### config.mk
export PLATFORM = sky130hd
export DESIGN_NAME = tpu_sequencer
export DESIGN_NICKNAME = d
export VERILOG_FILES = /design/src/rtl/tpu_sequencer.sv
export SDC_FILE = /design/constraint.sdc
export NUM_CORES = 1
export LEC_CHECK = 0
export CORE_MARGIN = 1
export CORE_UTILIZATION = 45
export CTS_BUF_LIST = sky130_fd_sc_hd__clkbuf_4
export DETAILED_ROUTE_END_ITERATION = 10
export PLACE_DENSITY = 0.85
export SKIP_LAST_GASP = 1
export SLEW_MARGIN = 20
export SYNTH_ARGS = -nofsm -noshare
export SYNTH_HDL_FRONTEND = slang
export SYNTH_SLANG_ARGS = --single-unit
### constraint.sdc
create_clock -name clk -period 2.2 [get_ports clk]
set_clock_uncertainty 0.15 [all_clocks]
set_input_delay 0.33 -clock clk [delete_from_list [all_inputs] [get_ports clk]]
set_output_delay 0.33 -clock clk [all_outputs]
set_load 0.01 [all_outputs]
### src/rtl/tpu_sequencer.sv
// Instruction sequencer for the TPU datapath: decodes host instructions and drives
// load/store bursts to the unified buffer and matmul control to the systolic array.
module tpu_sequencer #(
  parameter int INSTR_W = 16,
  parameter int ADDR_W  = 8
) (
  input  logic               clk,
  input  logic               rst,
  input  logic [INSTR_W-1:0] instr,
  input  logic               instr_valid,
  output logic               instr_ready,
  input  logic               mem_ready,
  input  logic               mm_done,
  output logic               load,
  output logic               store,
  output logic               matmul,
  output logic [ADDR_W-1:0]  mem_addr,
  output logic               beat_last,
  output logic               busy,
  output logic               done,
  output logic               illegal
);

  localparam int LEN_W = INSTR_W - 3 - ADDR_W;

  localparam logic [2:0] OP_NOP    = 3'b000;
  localparam logic [2:0] OP_LOAD   = 3'b001;
  localparam logic [2:0] OP_STORE  = 3'b010;
  localparam logic [2:0] OP_MATMUL = 3'b011;

  typedef enum logic [1:0] {
    ST_IDLE,
    ST_LOAD,
    ST_STORE,
    ST_MATMUL
  } state_t;

  state_t             state;
  logic [LEN_W-1:0]   len;
  logic [LEN_W-1:0]   beat;

  logic [2:0]         op_field;
  logic [ADDR_W-1:0]  base_field;
  logic [LEN_W-1:0]   len_field;

  assign op_field   = instr[INSTR_W-1 -: 3];
  assign base_field = instr[INSTR_W-4 -: ADDR_W];
  assign len_field  = instr[LEN_W-1:0];

  always_ff @(posedge clk or posedge rst) begin
    if (rst) begin
      state       <= ST_IDLE;
      len         <= '0;
      beat        <= '0;
      instr_ready <= 1'b1;
      busy        <= 1'b0;
      load        <= 1'b0;
      store       <= 1'b0;
      matmul      <= 1'b0;
      mem_addr    <= '0;
      beat_last   <= 1'b0;
      done        <= 1'b0;
      illegal     <= 1'b0;
    end else begin
      done    <= 1'b0;
      illegal <= 1'b0;
      case (state)
        ST_IDLE: begin
          if (instr_valid) begin
            case (op_field)
              OP_NOP: ;
              OP_LOAD, OP_STORE: begin
                len         <= len_field;
                beat        <= '0;
                mem_addr    <= base_field;
                beat_last   <= (len_field == '0);
                load        <= (op_field == OP_LOAD);
                store       <= (op_field == OP_STORE);
                instr_ready <= 1'b0;
                busy        <= 1'b1;
                state       <= (op_field == OP_LOAD) ? ST_LOAD : ST_STORE;
              end
              OP_MATMUL: begin
                matmul      <= 1'b1;
                instr_ready <= 1'b0;
                busy        <= 1'b1;
                state       <= ST_MATMUL;
              end
              default: illegal <= 1'b1;
            endcase
          end
        end
        ST_LOAD, ST_STORE: begin
          // mem_addr tracks base+beat incrementally, so wrap falls out of the adder width
          if (mem_ready) begin
            if (beat == len) begin
              load        <= 1'b0;
              store       <= 1'b0;
              beat_last   <= 1'b0;
              done        <= 1'b1;
              instr_ready <= 1'b1;
              busy        <= 1'b0;
              state       <= ST_IDLE;
            end else begin
              beat      <= beat + LEN_W'(1);
              mem_addr  <= mem_addr + ADDR_W'(1);
              beat_last <= ((beat + LEN_W'(1)) == len);
            end
          end
        end
        ST_MATMUL: begin
          if (mm_done) begin
            matmul      <= 1'b0;
            done        <= 1'b1;
            instr_ready <= 1'b1;
            busy        <= 1'b0;
            state       <= ST_IDLE;
          end
        end
        default: state <= ST_IDLE;
      endcase
    end
  end

endmodule

# Word-level counts from Yosys, hierarchy flattened
# Cells that the tools add are included.
# word_totals
ff_bits,28
out_inout_bits,16
elab_cells,97
input_bits,21
# classes
eq_ne,17
add_sub_neg,2
muxes,50
reduce_logical,16
# ops
cell,n
two-way mux 8 bit,4
two-way mux 1 bit,26
two-way mux 5 bit,4
AND reduction 5 bit,4
case mux 8 bit (2 select lines),1
inequality test 2 bit (second input constant),6
== test 5 bit,2
two-way mux 2 bit,5
case mux 1 bit (2 select lines),5
case mux 5 bit (2 select lines),1
adder 8 x 1 -> 8 bit (second input constant),1
AND reduction 4 bit,2
== test 3 x 2 -> 1 bit (second input constant),2
case mux 1 bit (3 select lines),2
case mux 2 bit (3 select lines),1
adder 5 x 1 -> 5 bit (second input constant),1
zero test 5 bit,1
== test 2 bit (second input constant),2
inequality test 2 x 1 -> 1 bit (second input constant),2
case mux 2 bit (2 select lines),1
nonzero test 2 bit,2
OR reduction 2 bit,2
OR reduction 4 bit,1
== test 3 x 1 -> 1 bit (second input constant),1
6 further kinds,6

# Logic depth before layout (Yosys ltp)
# Gate-level depths: netlist of the first run.
# depth
depth_word,5
depth_mapped,9
mapped_depth_nobuf,7

# Least setup slack after synthesis of the first run
# OpenSTA, ideal clock, no wires.
# synth_timing
path_type,reg-to-reg
start,register state[0]
end,register beat[0]
t_arrival_ns,1.989
period_less_slack_ns,2.264
setup_time_ns,0.125
stages_incl_launch_ff,9
path_slack_ns,-0.064
path_cell_list,dfrtp_1 inv_1 ha_1 buf_2 nand2_1 o32a_1 a311o_1 clkbuf_1 mux2_2
# synth_via
elab_chain_len,4
elab_cells_between_ends,11
cone_classes,6 x eq/ne; 1 x mux; 4 x reduce/logical
# synth_rtl
item,line_no,source
"start, declared",38,state_t state;
"start signal, assigned",81,state <= (op_field == OP_LOAD) ? ST_LOAD : ST_STORE;
== test 2 x 1 -> 1 bit / == test 2 bit (equally long branches),67,case (state)
OR reduction 2 bit,67,
inequality test 2 bit (no line) / nonzero test 2 bit (equally long branches),n/a,
AND reduction 5 bit (no line),n/a,
"end signal, assigned",105,beat <= beat + LEN_W'(1);
"end, declared",40,logic [LEN_W-1:0] beat;
# Parallel ways exist; a longest one is shown, timed or not.
# A chain may end at the register's enable or synchronous reset.

# Worst setup path after layout of the first run
# layout_timing
start,register state[1]
end,register beat[4]
# Same word-level chain as after synthesis.

==> impl_metrics.tcl, run 1 <==
set metrics [dict create \
    hp-class "input port to async pin" \
    cts_tree "built" \
    cts_made_buffers 3 \
    die-area_um2 3860 \
    grt_pass1_vias 1484 \
    core_area_um2 3390 \
    critPathBufInv 1 \
    tightest_slew_ns 0.367 \
    clock_latency_ns 0.33 \
    synthFlopType "dfrtp_1" \
    antenna_found_initial 0 \
    cts_buffer_depth 2 \
    die_h_um 62.1 \
    layout-drive-gt1-share_pct 17.4 \
    drc 0 \
    place_congestion 0.828 \
    met3_length_um 184 \
    synth_edf_count 0 \
    synth-seq-cells 28 \
    syn_nets 206 \
    min_period_ns 2.21 \
    fin_nets 263 \
    p_sw_share_pct 41.5 \
    drv_slew 0 \
    p_leak_uw 0.000989 \
    wl_met2_um 2080 \
    hold_violations 0 \
    num_vias 1562 \
    layout_worst_path_cycle_share_pct 101 \
    post-route-worst-setup-slack_ns -0.0113 \
    clockPowerShare_pct 7.5 \
    synth_area_um2 1630 \
    critPathCaptureType "flop" \
    ys_warn_count 0 \
    critPathLaunchType "flop" \
    n_antenna_cell 0 \
    ios 37 \
    path_delay_family "compound AO/OA/AOI/OAI gates" \
    ir_drop_v 0.000783 \
    cts.hold.buffers_added 0 \
    postPlaceCellArea_um2 2170 \
    cp.required_ns 2.33 \
    crit_chain "inv_2 > ha_4 > nand2_4 > o32a_1 > a311o_1 > or3_4 > a21oi_2" \
    cts-root-buf "clkbuf_4" \
    dp_hpwl_um 2970 \
    power.internal_uw 1860 \
    synthCells 180 \
    seq_area_frac_synth_pct 43.1 \
    num_rows 21 \
    ant_nets 0 \
    final_cell_mix "36 x clkdlybuf4s50_1, 33 x nand2_1, 27 x dfrtp_1" \
    critPathMaxStageDelay_ns 0.43 \
    pwr-share-comb_pct 63.0 \
    clkSinkCount 28 \
    top_layer "met4" \
    wl_per_cell_um 14.9 \
    relSlewSlack_pct 75.5 \
    grtUsageTotal_pct 21.8 \
    slowest_stage "dfrtp_1" \
    grt_max_degree 29 \
    path_max_fanout 5 \
    final_common_cell "clkdlybuf4s50_1" \
    fmax_mhz 452 \
    design_area_um2 2270 \
    path_clk_slew_ns 0.16 \
    portBuffers 36 \
    firstDrtPassIters 4 \
    finalPower_uw 3170 \
    cap_violations 0 \
    status "finished, violations left" \
    setup_viol_count_final 1 \
    p_seq_share_pct 29.6 \
    wl_met1_um 1840 \
    grt_pass1_wl_um 6680 \
    crit_type "flop to flop" \
    fillers 246 \
    grt_setup_unrepaired "true" \
    start_util_pct 48.0 \
    area_delta_synth_final_pct 39.2 \
    die-width_um 62.1 \
    vias_per_cell 5.54 \
    powerDensity_nw_per_um2 1400 \
    drt_iter0_markers 116 \
    async_flop_share_pct 100 \
    worstPathArrival_ns 2.34 \
    drt_wl_total_um 4190 \
    syn_avg_cell_area_um2 9.04 \
    cts_max_level 1 \
    switching_power_uw 1320 \
    violations "setup timing" \
    gr-total-overflow 0 \
    ys_types 43 \
]
metal layers:
metal | vias up | global-route usage [%]
met5 | - | 0
met4 | 0 | 9.30
met3 | 10 | 3.86
met2 | 58 | 36.3
met1 | 744 | 27.7
li1 | 750 | -
layout make-up:
class,count,area (um^2),share of cell area (%)
Clock buffer,4,30.0,1.33
Inverter,10,37.5,1.66
Multi-Input combinational cell,134,886,39.1
Sequential cell,28,702,31.0
Tap cell,46,57.6,2.54
Timing Repair Buffer,60,553,24.4
timing repair:
item / 4_1_cts / 5_1_grt
resized for setup: 3 / 6
endpoints found under the setup margin: 6 / 9
setup buffers: 0 / 4
cloned: 0 / 0
pin swaps: 0 / 5
worst paths after layout:
path                              from          end  slack (ns)  cells past startpoint
max                           state[1]      beat[4]       -0.01                      7
min                                rst  mem_addr[7]        0.19                      3
max reg2reg                   state[1]      beat[4]       -0.01                      7
min reg2reg                instr_ready  instr_ready        0.36                      2
max in group asynchronous          rst  instr_ready        1.39                      3
min in group clk           instr_ready  instr_ready        0.36                      2
stage by stage:
step	utilization [%]	hold slack, ns	setup TNS, ns	std cells	worst slack (ns)
after floorplan	-	0.245	0	180	0.00328
after global placement	64.0	0.302	-1.62	274	-0.208
after detailed placement	64.0	0.324	-2.01	274	-0.254
after CTS	65.3	0.204	0	278	0.0227
after global routing	66.9	0.228	-0.120	282	-0.0845
final	66.9	0.190	-0.0113	282	-0.0113
power groups by stage:
stage	sequential [uW]	combinational, uW	clock [uW]
after floorplan	939	1060	0
after CTS	928	1880	242
final	938	2000	237
after global placement	928	1770	0
after detailed placement	931	1830	0
after global routing	969	2150	265
synthesized netlist by cell type, types with 2 or more instances:
library cell,instances,area share (%)
a21oi_1,6,1.8
a22o_1,2,1.1
a22oi_1,3,1.4
a31oi_1,3,1.2
a41oi_1,2,1.1
and3_1,2,0.77
buf_2,4,1.2
clkbuf_1,3,0.69
dfrtp_1,27,42
ha_1,5,3.8
inv_1,10,2.3
mux2_2,2,1.4
mux2i_1,5,3.1
nand2_1,34,7.8
nand3_1,5,1.5
nor2_1,15,3.5
nor2b_1,2,0.77
nor3_1,4,1.2
o211ai_1,3,1.4
o21ai_0,9,2.8
o22a_1,3,1.6
or3_1,2,0.77
xnor2_1,8,4.3
xor2_1,2,1.1
kinds of logic (layout without fill, tap and decap cells):
kind of cell	Yosys count	in the layout	synth area share (%)
flip-flops	28	28	43.1
AND/OR/NAND/NOR	70	70	19.0
buffers and inverters	18	74	4.69
XOR/XNOR	10	10	5.38
multiplexers	7	7	4.46
adder cells (fa/ha/maj)	5	5	3.84
AO/OA/AOI/OAI	42	42	19.5
worst reg2reg max path: cells and delay by family (launching register included):
kind | cells | cell delay [ns]
buf+inv | 1 | 0.10
compound gates | 3 | 0.87
flops | 1 | 0.43
fa+ha+maj | 1 | 0.16
simple gates | 2 | 0.46
sequential cells by signal, summed over array words and instances (netlist names):
name         cells
illegal          1
done             1
len              5
store            1
instr_ready      1
busy             1
beat_last        1
state            2
beat             5
matmul           1
mem_addr         8
load             1
(Power assumes the default switching activity.)
==> inputs of run 2 (changes only) <==
Settings changed: SKIP_CTS_REPAIR_TIMING set to 1.
==> impl_metrics.tcl, run 2 (synthesis gave the netlist of run 1 again) <==
set metrics [dict create \
    reg_top3 "mem_addr: 8 flops, beat: 5 flops, len: 5 flops" \
    fin_cells 282 \
    num_vias 1537 \
    clock_latency_ns 0.33 \
    cts_made_buffers 3 \
    die-width_um 62.1 \
    core_area_um2 3390 \
    final_common_cell "clkdlybuf4s50_1" \
    area_delta_synth_final_pct 39.2 \
    drv_slew 0 \
    p_sw_share_pct 41.3 \
    pwr-share-comb_pct 62.8 \
    antenna_found_initial 0 \
    layout-drive-gt1-share_pct 17.4 \
    p_leak_uw 0.000989 \
    ios 37 \
    tightest_slew_ns 0.363 \
    finish.utilization_pct 66.9 \
    cts_buffer_depth 2 \
    worstPathArrival_ns 2.34 \
    top_register "mem_addr" \
    hp-class "input port to async pin" \
    hold_violations 0 \
    cts_tree "built" \
    gr-total-overflow 0 \
    crit_type "flop to flop" \
    grt_pass1_vias 1454 \
    vias_per_cell 5.45 \
    cts_max_level 1 \
    dp_hpwl_um 2970 \
    place_congestion 0.828 \
    fin_nets 263 \
    violations "setup timing" \
    cp.required_ns 2.33 \
    clockPowerShare_pct 7.6 \
    min_period_ns 2.21 \
    setup_viol_count_final 1 \
    clkSinkCount 28 \
    powerDensity_nw_per_um2 1400 \
    path_max_fanout 5 \
    power.internal_uw 1860 \
    drt_iter0_markers 92 \
    ant_nets 0 \
    whs_ns 0.191 \
    largest_register_ffs 8 \
    p_seq_share_pct 29.6 \
    portBuffers 36 \
    layout_worst_path_cycle_share_pct 101 \
    num_rows 21 \
    relSlewSlack_pct 75.8 \
    n_antenna_cell 0 \
    grtUsageTotal_pct 21.2 \
    cts-root-buf "clkbuf_4" \
    wl_per_cell_um 14.5 \
    grt_max_degree 29 \
    die-area_um2 3860 \
    ir_drop_v 0.000795 \
    path_clk_slew_ns 0.15 \
    drc 0 \
    post-route-worst-setup-slack_ns -0.0147 \
    dp.cells 274 \
    switching_power_uw 1300 \
    critPathCaptureType "flop" \
    firstDrtPassIters 4 \
    cap_violations 0 \
    reg2reg_depth 7 \
    grt_pass1_wl_um 6540 \
    grt_setup_unrepaired "true" \
    status "finished, violations left" \
    fmax_mhz 452 \
    drt_wl_total_um 4080 \
    start_util_pct 48.0 \
    critPathLaunchType "flop" \
    final_cell_mix "36 x clkdlybuf4s50_1, 33 x nand2_1, 27 x dfrtp_1" \
    die_h_um 62.1 \
]
## run 2: cell counts in the layout (fill, tap and decap cells not counted)
Identical to the previous run, type by type.
## run 2: cell type report
cell class,count,area [um^2]
Clock buffer,4,30.0
Fill cell,248,1120
Inverter,10,37.5
Multi-Input combinational cell,134,886
Sequential cell,28,702
Tap cell,46,57.6
Timing Repair Buffer,60,553
## run 2: final timing paths
kind | startpoint | end | slack [ns]
min reg2reg | instr_ready | instr_ready | 0.34
max reg2reg | state[1] | beat[4] | -0.01
min in group clk | instr_ready | instr_ready | 0.34
max in group asynchronous | rst | instr_ready | 1.40
max | state[1] | beat[4] | -0.01
min | rst | mem_addr[2] | 0.19
## run 2: routing by layer
metal / global-route usage (%) / up-vias / share of wire [%]
met2: 35.7 / 45 / 48
met3: 4.04 / 8 / 4.3
met1: 27.2 / 731 / 46
met5: 0 / - / 0
li1: - / 753 / -
met4: 7.56 / 0 / 1.7
## run 2: metrics by stage
stage | setup WS (ns) | area (um^2) | power [uW] | setup TNS [ns]
floorplan | 0.00328 | 1630 | 2000 | 0
global placement | -0.208 | 2170 | 2700 | -1.62
detailed placement | -0.254 | 2170 | 2760 | -2.01
CTS | -0.0724 | 2200 | 3010 | -0.165
global route | -0.0605 | 2270 | 3380 | -0.0605
finish | -0.0147 | 2270 | 3160 | -0.0147
## run 2: worst max-delay path: stages, from the launching register on
cell and delay [ns]:
dfrtp_1 0.43, inv_2 0.10, ha_4 0.16, nand2_4 0.05
o32a_1 0.38, a311o_1 0.35, or3_4 0.41, a21oi_2 0.13
## run 2: power groups by stage
stage / Sequential [uW] / Clock (uW) / Combinational [uW]
finish: 937 / 239 / 1990
global route: 969 / 264 / 2140
CTS: 927 / 242 / 1840
detailed placement: 931 / 0 / 1830
global placement: 928 / 0 / 1770
floorplan: 939 / 0 / 1060
==> inputs of run 3 (changes only) <==
Settings changed: SLEW_MARGIN 20 to unset.
==> results of run 3 <==
No change in the layout: final DEF, timing and power equal those of run 2.
